### src/rtl/sme_seq_pkg.sv
// rtl/sme_seq_pkg.sv - shared types and constants for the match-job sequencer
// Sequencer states plus buffer capacities and engine character codes.
package sme_seq_pkg;

  typedef enum logic [2:0] {
    ST_IDLE,
    ST_ARM,
    ST_SEND_STR,
    ST_SEND_PAT,
    ST_GAP,
    ST_WAIT
  } seq_state_e;

  localparam int SME_STR_MAX = 32;
  localparam int SME_PAT_MAX = 8;

  localparam logic [7:0] CH_CARET = 8'h5E;
  localparam logic [7:0] CH_STAR  = 8'h2A;
  localparam logic [7:0] CH_NUL   = 8'h00;

endpackage

### src/rtl/sme_job_sequencer_if.sv
// rtl/sme_job_sequencer_if.sv - host load, engine and result bundle of the sequencer
// slave is the sequencer side; master is the host/engine side.
interface sme_job_sequencer_if #(
  parameter int PID_W = 2
);
  logic             ld_valid;
  logic             ld_ready;
  logic             ld_sel;
  logic [PID_W-1:0] ld_pid;
  logic [7:0]       ld_data;
  logic             ld_last;
  logic             start;
  logic [PID_W:0]   npat;
  logic             busy;
  logic [7:0]       eng_chardata;
  logic             eng_isstring;
  logic             eng_ispattern;
  logic             eng_valid;
  logic             eng_match;
  logic [4:0]       eng_match_index;
  logic             res_valid;
  logic [PID_W-1:0] res_pid;
  logic             res_match;
  logic [4:0]       res_index;
  logic             done;
  logic             err;

  modport slave (
    input  ld_valid, ld_sel, ld_pid, ld_data, ld_last, start, npat,
           eng_valid, eng_match, eng_match_index,
    output ld_ready, busy, eng_chardata, eng_isstring, eng_ispattern,
           res_valid, res_pid, res_match, res_index, done, err
  );

  modport master (
    output ld_valid, ld_sel, ld_pid, ld_data, ld_last, start, npat,
           eng_valid, eng_match, eng_match_index,
    input  ld_ready, busy, eng_chardata, eng_isstring, eng_ispattern,
           res_valid, res_pid, res_match, res_index, done, err
  );
endinterface

### src/rtl/sme_job_buf.sv
// rtl/sme_job_buf.sv - string and pattern storage for one match job
// Saturating write pointers per item; combinational read port indexed by (sel, pid, idx).
module sme_job_buf
  import sme_seq_pkg::*;
#(
  parameter int NPAT  = 4,
  parameter int PID_W = 2
) (
  input  logic             clk,
  input  logic             reset,
  input  logic             wr_en,
  input  logic             wr_sel,
  input  logic [PID_W-1:0] wr_pid,
  input  logic [7:0]       wr_data,
  input  logic             wr_last,
  input  logic             rd_sel,
  input  logic [PID_W-1:0] rd_pid,
  input  logic [4:0]       rd_idx,
  output logic [7:0]       rd_data,
  output logic [5:0]       str_len,
  output logic [3:0]       pat_len
);
  localparam logic [5:0] STR_CAP = 6'(SME_STR_MAX);
  localparam logic [3:0] PAT_CAP = 4'(SME_PAT_MAX);

  logic [7:0] str_mem_q [SME_STR_MAX];
  logic [7:0] pat_mem_q [NPAT][SME_PAT_MAX];
  logic [5:0] str_wptr_q, str_wptr_d, str_len_q, str_len_d;
  logic [3:0] pat_wptr_q [NPAT];
  logic [3:0] pat_wptr_d [NPAT];
  logic [3:0] pat_len_q [NPAT];
  logic [3:0] pat_len_d [NPAT];

  always_comb begin
    str_wptr_d = str_wptr_q;
    str_len_d  = str_len_q;
    pat_wptr_d = pat_wptr_q;
    pat_len_d  = pat_len_q;
    // A saturated pointer means the closing character was dropped, so the length stays at capacity.
    if (wr_en && !wr_sel) begin
      if (wr_last) begin
        str_len_d  = (str_wptr_q == STR_CAP) ? STR_CAP : str_wptr_q + 6'd1;
        str_wptr_d = '0;
      end else if (str_wptr_q != STR_CAP) begin
        str_wptr_d = str_wptr_q + 6'd1;
      end
    end
    if (wr_en && wr_sel) begin
      if (wr_last) begin
        pat_len_d[wr_pid]  = (pat_wptr_q[wr_pid] == PAT_CAP) ? PAT_CAP : pat_wptr_q[wr_pid] + 4'd1;
        pat_wptr_d[wr_pid] = '0;
      end else if (pat_wptr_q[wr_pid] != PAT_CAP) begin
        pat_wptr_d[wr_pid] = pat_wptr_q[wr_pid] + 4'd1;
      end
    end
  end

  always_ff @(posedge clk or posedge reset) begin
    if (reset) begin
      str_wptr_q <= '0;
      str_len_q  <= '0;
      for (int i = 0; i < NPAT; i++) begin
        pat_wptr_q[i] <= '0;
        pat_len_q[i]  <= '0;
      end
    end else begin
      str_wptr_q <= str_wptr_d;
      str_len_q  <= str_len_d;
      pat_wptr_q <= pat_wptr_d;
      pat_len_q  <= pat_len_d;
    end
  end

  always_ff @(posedge clk) begin
    if (wr_en && !wr_sel && str_wptr_q < STR_CAP)
      str_mem_q[str_wptr_q[4:0]] <= wr_data;
    if (wr_en && wr_sel && pat_wptr_q[wr_pid] < PAT_CAP)
      pat_mem_q[wr_pid][pat_wptr_q[wr_pid][2:0]] <= wr_data;
  end

  assign rd_data = rd_sel ? pat_mem_q[rd_pid][rd_idx[2:0]] : str_mem_q[rd_idx];
  assign str_len = str_len_q;
  assign pat_len = pat_len_q[rd_pid];

endmodule

### src/rtl/sme_job_sequencer.sv
// rtl/sme_job_sequencer.sv - feeds a buffered match job to the string-match engine
// Serialises string then patterns, aligns to engine valid cycles and returns per-pattern results.
module sme_job_sequencer
  import sme_seq_pkg::*;
#(
  parameter int NPAT    = 4,
  parameter int PID_W   = 2,
  parameter int TIMEOUT = 4095,
  parameter int TO_W    = 12
) (
  input logic                 clk,
  input logic                 reset,
  sme_job_sequencer_if.slave  bus
);
  localparam logic [PID_W-1:0] K_ONE  = 1;
  localparam logic [PID_W:0]   N_ONE  = 1;
  localparam logic [TO_W-1:0]  TO_ONE = 1;
  localparam logic [TO_W-1:0]  TO_HIT = TO_W'(TIMEOUT - 1);

  seq_state_e       state_q, state_d;
  logic             primed_q, primed_d;
  logic [4:0]       idx_q, idx_d;
  logic [PID_W-1:0] k_q, k_d;
  logic [PID_W:0]   npat_q, npat_d;
  logic [TO_W-1:0]  to_cnt_q, to_cnt_d;
  logic             res_valid_q, res_valid_d;
  logic [PID_W-1:0] res_pid_q, res_pid_d;
  logic             res_match_q, res_match_d;
  logic [4:0]       res_index_q, res_index_d;
  logic             done_q, done_d;
  logic             err_q, err_d;

  logic             rd_sel;
  logic [PID_W-1:0] rd_pid;
  logic [4:0]       rd_idx;
  logic [7:0]       rd_data;
  logic [5:0]       str_len;
  logic [3:0]       pat_len;
  logic             last_pat;
  logic             to_hit;
  logic             wr_en;

  assign wr_en = bus.ld_valid && (state_q == ST_IDLE);

  sme_job_buf #(.NPAT(NPAT), .PID_W(PID_W)) u_buf (
    .clk     (clk),
    .reset   (reset),
    .wr_en   (wr_en),
    .wr_sel  (bus.ld_sel),
    .wr_pid  (bus.ld_pid),
    .wr_data (bus.ld_data),
    .wr_last (bus.ld_last),
    .rd_sel  (rd_sel),
    .rd_pid  (rd_pid),
    .rd_idx  (rd_idx),
    .rd_data (rd_data),
    .str_len (str_len),
    .pat_len (pat_len)
  );

  always_comb begin
    state_d     = state_q;
    primed_d    = primed_q;
    idx_d       = idx_q;
    k_d         = k_q;
    npat_d      = npat_q;
    to_cnt_d    = to_cnt_q;
    res_valid_d = 1'b0;
    res_pid_d   = res_pid_q;
    res_match_d = res_match_q;
    res_index_d = res_index_q;
    done_d      = 1'b0;
    err_d       = err_q;
    bus.eng_chardata  = CH_NUL;
    bus.eng_isstring  = 1'b0;
    bus.eng_ispattern = 1'b0;
    rd_sel   = 1'b0;
    rd_pid   = k_q;
    rd_idx   = idx_q;
    last_pat = ({1'b0, k_q} + N_ONE) >= npat_q;
    to_hit   = (to_cnt_q == TO_HIT);

    case (state_q)
      ST_IDLE: begin
        if (bus.start) begin
          if (bus.npat == '0) begin
            done_d = 1'b1;
          end else begin
            npat_d   = bus.npat;
            k_d      = '0;
            idx_d    = '0;
            to_cnt_d = '0;
            primed_d = 1'b1;
            // An engine that has already run a job is free-running, so the string must wait for a valid slot.
            state_d  = primed_q ? ST_ARM : ST_SEND_STR;
          end
        end
      end
      ST_ARM: begin
        rd_idx           = '0;
        bus.eng_isstring = 1'b1;
        bus.eng_chardata = rd_data;
        if (bus.eng_valid) begin
          if (str_len <= 6'd1) begin
            state_d = ST_SEND_PAT;
            idx_d   = '0;
          end else begin
            state_d = ST_SEND_STR;
            idx_d   = 5'd1;
          end
        end else if (to_hit) begin
          err_d   = 1'b1;
          done_d  = 1'b1;
          state_d = ST_IDLE;
        end else begin
          to_cnt_d = to_cnt_q + TO_ONE;
        end
      end
      ST_SEND_STR: begin
        bus.eng_isstring = 1'b1;
        bus.eng_chardata = rd_data;
        if (({1'b0, idx_q} + 6'd1) >= str_len) begin
          state_d = ST_SEND_PAT;
          idx_d   = '0;
        end else begin
          idx_d = idx_q + 5'd1;
        end
      end
      ST_SEND_PAT: begin
        rd_sel            = 1'b1;
        bus.eng_ispattern = 1'b1;
        bus.eng_chardata  = rd_data;
        if (({1'b0, idx_q} + 6'd1) >= {2'b00, pat_len}) begin
          state_d = ST_GAP;
          idx_d   = '0;
        end else begin
          idx_d = idx_q + 5'd1;
        end
      end
      ST_GAP: begin
        state_d  = ST_WAIT;
        to_cnt_d = '0;
      end
      ST_WAIT: begin
        rd_sel = 1'b1;
        rd_pid = k_q + K_ONE;
        rd_idx = '0;
        // Pre-drive the next pattern head so the engine consumes it in the valid cycle.
        if (!last_pat) begin
          bus.eng_ispattern = 1'b1;
          bus.eng_chardata  = rd_data;
        end
        if (bus.eng_valid) begin
          res_valid_d = 1'b1;
          res_pid_d   = k_q;
          res_match_d = bus.eng_match;
          res_index_d = bus.eng_match_index;
          if (last_pat) begin
            done_d  = 1'b1;
            state_d = ST_IDLE;
          end else begin
            k_d = k_q + K_ONE;
            if (pat_len <= 4'd1) begin
              state_d = ST_GAP;
            end else begin
              state_d = ST_SEND_PAT;
              idx_d   = 5'd1;
            end
          end
        end else if (to_hit) begin
          err_d   = 1'b1;
          done_d  = 1'b1;
          state_d = ST_IDLE;
        end else begin
          to_cnt_d = to_cnt_q + TO_ONE;
        end
      end
      default: state_d = ST_IDLE;
    endcase
  end

  always_ff @(posedge clk or posedge reset) begin
    if (reset) begin
      state_q     <= ST_IDLE;
      primed_q    <= 1'b0;
      idx_q       <= '0;
      k_q         <= '0;
      npat_q      <= '0;
      to_cnt_q    <= '0;
      res_valid_q <= 1'b0;
      res_pid_q   <= '0;
      res_match_q <= 1'b0;
      res_index_q <= '0;
      done_q      <= 1'b0;
      err_q       <= 1'b0;
    end else begin
      state_q     <= state_d;
      primed_q    <= primed_d;
      idx_q       <= idx_d;
      k_q         <= k_d;
      npat_q      <= npat_d;
      to_cnt_q    <= to_cnt_d;
      res_valid_q <= res_valid_d;
      res_pid_q   <= res_pid_d;
      res_match_q <= res_match_d;
      res_index_q <= res_index_d;
      done_q      <= done_d;
      err_q       <= err_d;
    end
  end

  assign bus.ld_ready  = (state_q == ST_IDLE);
  assign bus.busy      = (state_q != ST_IDLE);
  assign bus.res_valid = res_valid_q;
  assign bus.res_pid   = res_pid_q;
  assign bus.res_match = res_match_q;
  assign bus.res_index = res_index_q;
  assign bus.done      = done_q;
  assign bus.err       = err_q;

endmodule
### src/flat_wrapper.sv
// flat-port wrapper written by rule: the top's interface ports become plain ports
module sme_job_sequencer_flat import sme_seq_pkg::*;
#(
  parameter int NPAT    = 4,
  parameter int PID_W   = 2,
  parameter int TIMEOUT = 4095,
  parameter int TO_W    = 12
)
  (clk, reset, bus_ld_valid, bus_ld_sel, bus_ld_pid, bus_ld_data, bus_ld_last, bus_start, bus_npat, bus_eng_valid, bus_eng_match, bus_eng_match_index, bus_ld_ready, bus_busy, bus_eng_chardata, bus_eng_isstring, bus_eng_ispattern, bus_res_valid, bus_res_pid, bus_res_match, bus_res_index, bus_done, bus_err);
  sme_job_sequencer_if #(.PID_W(PID_W)) bus_i ();
  input logic clk;
  input logic reset;
  input wire logic [$bits(bus_i.ld_valid)-1:0] bus_ld_valid;
  input wire logic [$bits(bus_i.ld_sel)-1:0] bus_ld_sel;
  input wire logic [$bits(bus_i.ld_pid)-1:0] bus_ld_pid;
  input wire logic [$bits(bus_i.ld_data)-1:0] bus_ld_data;
  input wire logic [$bits(bus_i.ld_last)-1:0] bus_ld_last;
  input wire logic [$bits(bus_i.start)-1:0] bus_start;
  input wire logic [$bits(bus_i.npat)-1:0] bus_npat;
  input wire logic [$bits(bus_i.eng_valid)-1:0] bus_eng_valid;
  input wire logic [$bits(bus_i.eng_match)-1:0] bus_eng_match;
  input wire logic [$bits(bus_i.eng_match_index)-1:0] bus_eng_match_index;
  output wire logic [$bits(bus_i.ld_ready)-1:0] bus_ld_ready;
  output wire logic [$bits(bus_i.busy)-1:0] bus_busy;
  output wire logic [$bits(bus_i.eng_chardata)-1:0] bus_eng_chardata;
  output wire logic [$bits(bus_i.eng_isstring)-1:0] bus_eng_isstring;
  output wire logic [$bits(bus_i.eng_ispattern)-1:0] bus_eng_ispattern;
  output wire logic [$bits(bus_i.res_valid)-1:0] bus_res_valid;
  output wire logic [$bits(bus_i.res_pid)-1:0] bus_res_pid;
  output wire logic [$bits(bus_i.res_match)-1:0] bus_res_match;
  output wire logic [$bits(bus_i.res_index)-1:0] bus_res_index;
  output wire logic [$bits(bus_i.done)-1:0] bus_done;
  output wire logic [$bits(bus_i.err)-1:0] bus_err;
  assign bus_i.ld_valid = bus_ld_valid;
  assign bus_i.ld_sel = bus_ld_sel;
  assign bus_i.ld_pid = bus_ld_pid;
  assign bus_i.ld_data = bus_ld_data;
  assign bus_i.ld_last = bus_ld_last;
  assign bus_i.start = bus_start;
  assign bus_i.npat = bus_npat;
  assign bus_i.eng_valid = bus_eng_valid;
  assign bus_i.eng_match = bus_eng_match;
  assign bus_i.eng_match_index = bus_eng_match_index;
  assign bus_ld_ready = bus_i.ld_ready;
  assign bus_busy = bus_i.busy;
  assign bus_eng_chardata = bus_i.eng_chardata;
  assign bus_eng_isstring = bus_i.eng_isstring;
  assign bus_eng_ispattern = bus_i.eng_ispattern;
  assign bus_res_valid = bus_i.res_valid;
  assign bus_res_pid = bus_i.res_pid;
  assign bus_res_match = bus_i.res_match;
  assign bus_res_index = bus_i.res_index;
  assign bus_done = bus_i.done;
  assign bus_err = bus_i.err;
  sme_job_sequencer #(.NPAT(NPAT), .PID_W(PID_W), .TIMEOUT(TIMEOUT), .TO_W(TO_W)) u_core (.clk(clk), .reset(reset), .bus(bus_i));
endmodule
### config.mk
export PLATFORM = sky130hd
export DESIGN_NAME = sme_job_sequencer_flat
export DESIGN_NICKNAME = d
export VERILOG_FILES = /design/src/rtl/sme_seq_pkg.sv /design/src/rtl/sme_job_sequencer_if.sv /design/src/rtl/sme_job_buf.sv /design/src/rtl/sme_job_sequencer.sv /design/src/flat_wrapper.sv
export SDC_FILE = /design/constraint.sdc
export NUM_CORES = 1
export LEC_CHECK = 0
export CORE_AREA = 3 3 233 235
export DETAILED_ROUTE_END_ITERATION = 16
export DIE_AREA = 0 0 236 238
export PLACE_DENSITY_LB_ADDON = 0.25
export SLEW_MARGIN = 15
export SYNTH_ARGS = -nofsm -noshare
export SYNTH_HDL_FRONTEND = slang
export SYNTH_SLANG_ARGS = --single-unit
### constraint.sdc
create_clock -name clk -period 5.6 [get_ports clk]
set_input_delay 0.84 -clock clk [delete_from_list [all_inputs] [get_ports clk]]
set_output_delay 0.84 -clock clk [all_outputs]
set_load 0.02 [all_outputs]
# Word level (Yosys, flattened, before mapping)
# Memory sizes are Yosys's and may differ from the RTL's.
# Index checks and enable logic that the tools add are counted.
totals:
  ramBits: 512
  memories: 2
  word_cells: 178
  input_bits: 26
  reg_bits: 81
  out_inout_bits: 23
mem_list:
  columns: ["memory", "words", "word_bits", "read_ports", "rd_ports_with_merged_regs", "write_ports", "line_no", "rtl"]
  rows:
  - ["u_core.u_buf.pat_mem_q", 4, 64, 1, 0, 1, "sme_job_buf.sv:27", "logic [7:0] pat_mem_q [NPAT][SME_PAT_MAX];"]
  - ["u_core.u_buf.str_mem_q", 32, 8, 1, 0, 1, "sme_job_buf.sv:26", "logic [7:0] str_mem_q [SME_STR_MAX];"]
op_classes:
  order_cmp: 13
  eq_ne: 20
  bitwise: 8
  mux: 75
  n_reduce_logical: 31
  add_sub_neg: 7
ops:
  columns: ["op", "count"]
  rows:
  - ["64-bit two-way mux", 1]
  - ["12-bit two-way mux", 4]
  - ["5-bit two-way mux", 9]
  - ["8-bit two-way mux", 5]
  - ["12-bit case mux with 3 select lines", 1]
  - ["16-bit bitwise mux", 2]
  - ["16-bit two-way mux", 2]
  - ["3-bit two-way mux", 9]
  - ["5-bit case mux with 5 select lines", 1]
  - ["8-bit binary-select mux with 3-bit select", 1]
  - ["8-bit demux with 3-bit select", 1]
  - ["4-bit two-way mux", 6]
  - ["6-bit two-way mux", 3]
  - ["3-bit case mux with 6 select lines", 1]
  - ["16-bit AND", 1]
  - ["4-bit binary-select mux with 2-bit select", 2]
  - ["1-bit two-way mux", 16]
  - ["2-bit inequality test (second input constant)", 8]
  - ["16-bit inverter", 1]
  - ["8-bit case mux with 2 select lines", 1]
  - ["12-bit by 1-bit adder with 12-bit output (second input constant)", 1]
  - ["12-bit equality test (second input constant)", 1]
  - ["2-bit two-way mux", 6]
  - ["2-bit AND reduction", 5]
  - ["44 further kinds", 66]

# Longest topological paths before layout
depth:
  ltp_word: 11
  mapped_depth: 14
  depth_no_buf: 11

# Cells and area by module
# Synthesis repeated with hierarchy kept, for this count alone.
hier_totals:
  cells_unflattened: 1453
  area_unflattened_um2: 24647.4
by_module_without_submodules:
  columns: ["module", "instances", "seq_area_each_um2", "area_each_um2", "cells_each"]
  rows:
  - ["sme_job_buf", 1, 16475.8, 22156.2, 1178]
  - ["sme_job_sequencer", 1, 925.9, 2491.1, 275]

# Least setup slack after synthesis
# No wires, ideal clock.
synth_timing:
  kind: "reg-to-reg"
  from: "register u_core.state_q[1]"
  to: "register u_core.idx_q[0]"
  path_stages_with_launch: 13
  setup_time_ps: 128
  synth_period_minus_slack_ps: 3282
  t_required_ps: 5472
  arrival_time_ps: 3154
  slack_ps: 2318
  n_path_buf: 2
  cell_sequence: "dfrtp_1 nand3b_4 xor2_2 clkbuf_1 buf_2 mux4_2 ha_1 nand2b_1 a211oi_1 o21a_1 nor2_1 o22ai_1 mux2_1"
synth_via:
  elab_chain_len: 9
  elab_cells_between_ends: 22
  classes_between: "2 x order compare; 10 x eq/ne; 6 x mux; 1 x bitwise; 3 x reduce/logical"
synth_rtl:
  columns: ["element", "line_no", "rtl"]
  rows:
  - ["from (decl)", "sme_job_sequencer.sv:20", "seq_state_e state_q, state_d;"]
  - ["from (signal assigned)", "sme_job_sequencer.sv:197", "state_q <= state_d;"]
  - ["3-bit equality test", "sme_job_sequencer.sv:83", "case (state_q)"]
  - ["2-bit two-way mux", "sme_job_sequencer.sv:83", null]
  - ["2-bit inverter with 3-bit output (implied by the code)", "sme_job_buf.sv:83", "assign pat_len = pat_len_q[rd_pid];"]
  - ["4-bit binary-select mux with 2-bit select", "sme_job_buf.sv:83", null]
  - ["4-bit two-way mux (implied by the code) (2 in a row)", "sme_job_buf.sv:83", null]
  - ["6-bit by 4-bit >= comparator with 1-bit output or 4-bit by 1-bit <= comparator with 1-bit output (tied branches)", "sme_job_sequencer.sv:133, sme_job_sequencer.sv:163", null]
  - ["5-bit two-way mux or 2-bit inequality test (tied branches)", null, null]
  - ["5-bit case mux with 5 select lines or 7-bit AND reduction (tied branches)", null, null]
  - ["to (signal assigned)", "sme_job_sequencer.sv:199", "idx_q <= idx_d;"]
  - ["to (decl)", "sme_job_sequencer.sv:22", "logic [4:0] idx_q, idx_d;"]
# Several ways; a longest one is shown, not always the timed one. The select of a mux whose other input is x is not followed.
# A chain may end at the register's enable or synchronous reset.

# Worst setup path in the final report
layout_timing:
  from: "register u_core.state_q[1]"
  to: "output port bus_eng_chardata[3]"
layout_via:
  elab_chain_len: 10
  elab_cells_between_ends: 19
  classes_between: "4 x eq/ne; 9 x mux; 1 x bitwise; 3 x reduce/logical; 2 x memory"
layout_rtl:
  columns: ["element", "line_no", "rtl"]
  rows:
  - ["parallel branches: the longest is 9 deep, another holds memory read 4 x 64 bit", null, null]
  - ["8-bit case mux with 2 select lines *", "sme_job_sequencer.sv:83", null]
  - ["to (decl)", "flat_wrapper.sv:25", "output wire logic [$bits(bus_i.eng_chardata)-1:0] bus_eng_chardata;"]
# Mark *: on every way between the ends. The select of a mux whose other input is x is not followed.

==> results_dict.tcl <==
set metrics [dict create \
    status "complete, no violations" \
    cp_max_fo 33 \
    clk_pin_slew_ns 0.06 \
    ys_ff_latch 593 \
    reg2reg_from "u_core.k_q[0]$_DFFE_PP0P_" \
    syn_to_final_growth_pct 12.9 \
    gp_congestion 0.895 \
    placed_cell_area_um2 26300 \
    max_freq_mhz 184 \
    ys_types 65 \
    cts_tree "built" \
    synth_flop_cell "edfxtp_1" \
    crit_required_ns 4.76 \
    dieArea_um2 56200 \
    synth_edf_count 512 \
    start_util_pct 47.9 \
    syn_inst 1819 \
    leakage_uw 0.00958 \
    slew_headroom_pct 24.7 \
    slew_viol_final 0 \
    cp-end-kind "output port" \
    hold_path_startpoint "u_core.bus.err$_DFFE_PP0P_" \
    power_uw 12600 \
    drc_errors 0 \
    skew_ns 0.0237 \
    cp.arrival_ns 4.59 \
    io_pins 49 \
    setup_ws_ns 0.175 \
    worst_pin_slew_ns 1.13 \
    setup_violations 0 \
    wirelength_um 60800 \
    post_cts_buffers 0 \
    grt_pass1_wl_um 93900 \
    layout_min_cycle_time_ns 5.43 \
    hold_buffers 0 \
    hold_viol_final 0 \
    synthesis.area_um2 25100 \
    grt_usage_pct 21.6 \
    cts_buffers 60 \
    cp_slowest_cell "dfrtp_1" \
    vias_per_cell 6.03 \
    rows 84 \
    cp_cell_sequence "nand2b_2 > buf_4 > buf_4 > a31oi_1 > o221ai_1 > a21oi_1 > nor3_1 > nand3_1 > or3_1 > clkdlybuf4s50_1" \
    grt_pass1_vias 15400 \
    path_common_cell "buf_4" \
    critPathMaxStageDelay_ns 0.63 \
    yosys_warnings 0 \
    cts_buffer_depth 3 \
    drt_iter0_markers 1910 \
    p_per_area_nw_per_um2 444 \
    dp_slack_ns 0.857 \
    grt_overflow 0 \
    rsz0062_at_grt "no" \
    syn_nets 1868 \
    ant_nets 0 \
    clock_sinks 593 \
    nets 1912 \
    vdd_drop_max_v 0.000414 \
    die_y_um 238 \
    htreeDepth 2 \
    dp_hpwl_um 38700 \
    avgSynthCellArea_um2 13.8 \
    period_share_pct 96.9 \
    wl_per_cell_um 23.4 \
    cts-root-buf "clkbuf_16" \
    die-width_um 236 \
    antenna_found_initial 3 \
    final_area_um2 28300 \
    cts_resized 0 \
    async_reset_ff_share_pct 13.7 \
    crit_path_start_kind "flip-flop" \
    portBuffers 48 \
    worstSetupPathType "reg2out" \
    cp-startpoint "u_core.state_q[1]$_DFFE_PP0P_" \
    final_common_cell "edfxtp_1" \
    dr.pass1.iters 8 \
    ys_seq_area_share_pct 69.3 \
    maxCapViolations 0 \
    core_area_um2 52400 \
    vias 15700 \
    grt_max_degree 65 \
    hold_path_class "reg2reg" \
    drive_gt1_share_pct 13.3 \
    final_util_pct 54.0 \
    final_cell_mix "512 x edfxtp_1, 178 x nand2_1, 163 x nor2_1, 78 x dfrtp_1, 66 x mux2_2" \
    clk_latency_ns 0.64 \
    fin_tns_setup_ns 0 \
]
==> metrics by stage <==
stage,hold WS (ns),std cells
2_1_floorplan,0.445,1819
3_3_place_gp,0.455,2489
3_5_place_dp,0.455,2489
4_1_cts,0.464,2601
5_1_grt,0.505,2601
6_report,0.470,2602
==> critical path, delay by kind of cell (launching register included) <==
kind | cells | cell delay (ns)
and+or+nand+nor | 4 | 1.51
AOI/OAI and AO/OA | 3 | 0.49
buffers and inverters | 3 | 1.32
DFF | 1 | 0.63
==> final cells by class <==
cell class	instances	area, µm²
clock buffer	75	1620
timing repair buffer	89	748
clock inverter	37	368
antenna	1	2.50
inverter	54	204
tap	688	861
multi-input combinational	1065	7130
fill	4257	24100
sequential	593	17400
==> state kept, by name (all words and copies together) (netlist names), 2 cells and up <==
register,flops
u_core.u_buf.pat_mem_q,256
u_core.u_buf.str_mem_q,256
u_core.u_buf.pat_len_q,16
u_core.u_buf.pat_wptr_q,16
u_core.to_cnt_q,12
u_core.u_buf.str_len,6
u_core.u_buf.str_wptr_q,6
u_core.bus.res_index,5
u_core.idx_q,5
u_core.npat_q,3
u_core.state_q,3
u_core.bus.res_pid,2
u_core.k_q,2
==> per-layer routing <==
metal	up-vias	GRT usage [%]	share of wire, %
met1	7844	30.3	42
met5	-	0	0
met4	0	6.03	2.1
li1	7069	-	-
met2	681	35.3	48
met3	100	3.31	7.4
==> synth_stat cells, types with 24 or more instances <==
| library cell | number | area, µm² |
|---|---|---|
| nand3_1 | 52 | 260 |
| buf_2 | 34 | 170 |
| o21ai_0 | 64 | 320 |
| mux2i_1 | 47 | 470 |
| clkbuf_1 | 61 | 229 |
| nor2_1 | 163 | 612 |
| a21oi_1 | 63 | 315 |
| nor3_1 | 24 | 120 |
| mux2_2 | 66 | 743 |
| a31oi_1 | 59 | 369 |
| a222oi_1 | 28 | 280 |
| edfxtp_1 | 512 | 15400 |
| dfrtp_1 | 81 | 2030 |
| o22ai_1 | 38 | 238 |
| inv_1 | 53 | 199 |
| mux4_2 | 25 | 563 |
| nand2_1 | 180 | 676 |
==> kinds of logic (layout without fill, tap and decap cells) <==
family | Yosys count | after routing | share of synthesized area [%]
flops | 593 | 593 | 69.3
simple gates | 521 | 521 | 9.35
compound gates | 366 | 366 | 9.87
buf+inv | 161 | 255 | 2.58
mux | 140 | 140 | 7.17
fa+ha+maj | 23 | 23 | 1.15
xor+xnor | 15 | 15 | 0.583
other cells | 0 | 1 | 0
==> worst paths after layout <==
kind                            depth (start not counted)  slack, ns                                     end
worst max-delay path                                   10       0.17                     bus_eng_chardata[3]
worst min-delay path                                    1       0.47              u_core.bus.err$_DFFE_PP0P_
max in group asynchronous                               3       3.89             u_core.idx_q[2]$_DFFE_PP0P_
min in group asynchronous                               2       0.48  u_core.u_buf.pat_wptr_q[6]$_DFFE_PP0P_
worst max register to register                         11       1.53             u_core.idx_q[0]$_DFFE_PP0P_
worst min register to register                          1       0.47              u_core.bus.err$_DFFE_PP0P_
==> where the power goes <==
group / internal [µW] / switching [µW]
logic: 1290 / 2160
clock network: 2320 / 1670
registers: 4960 / 196
total: 8570 / 4020
Note: power is estimated with default switching activity, not from simulation.
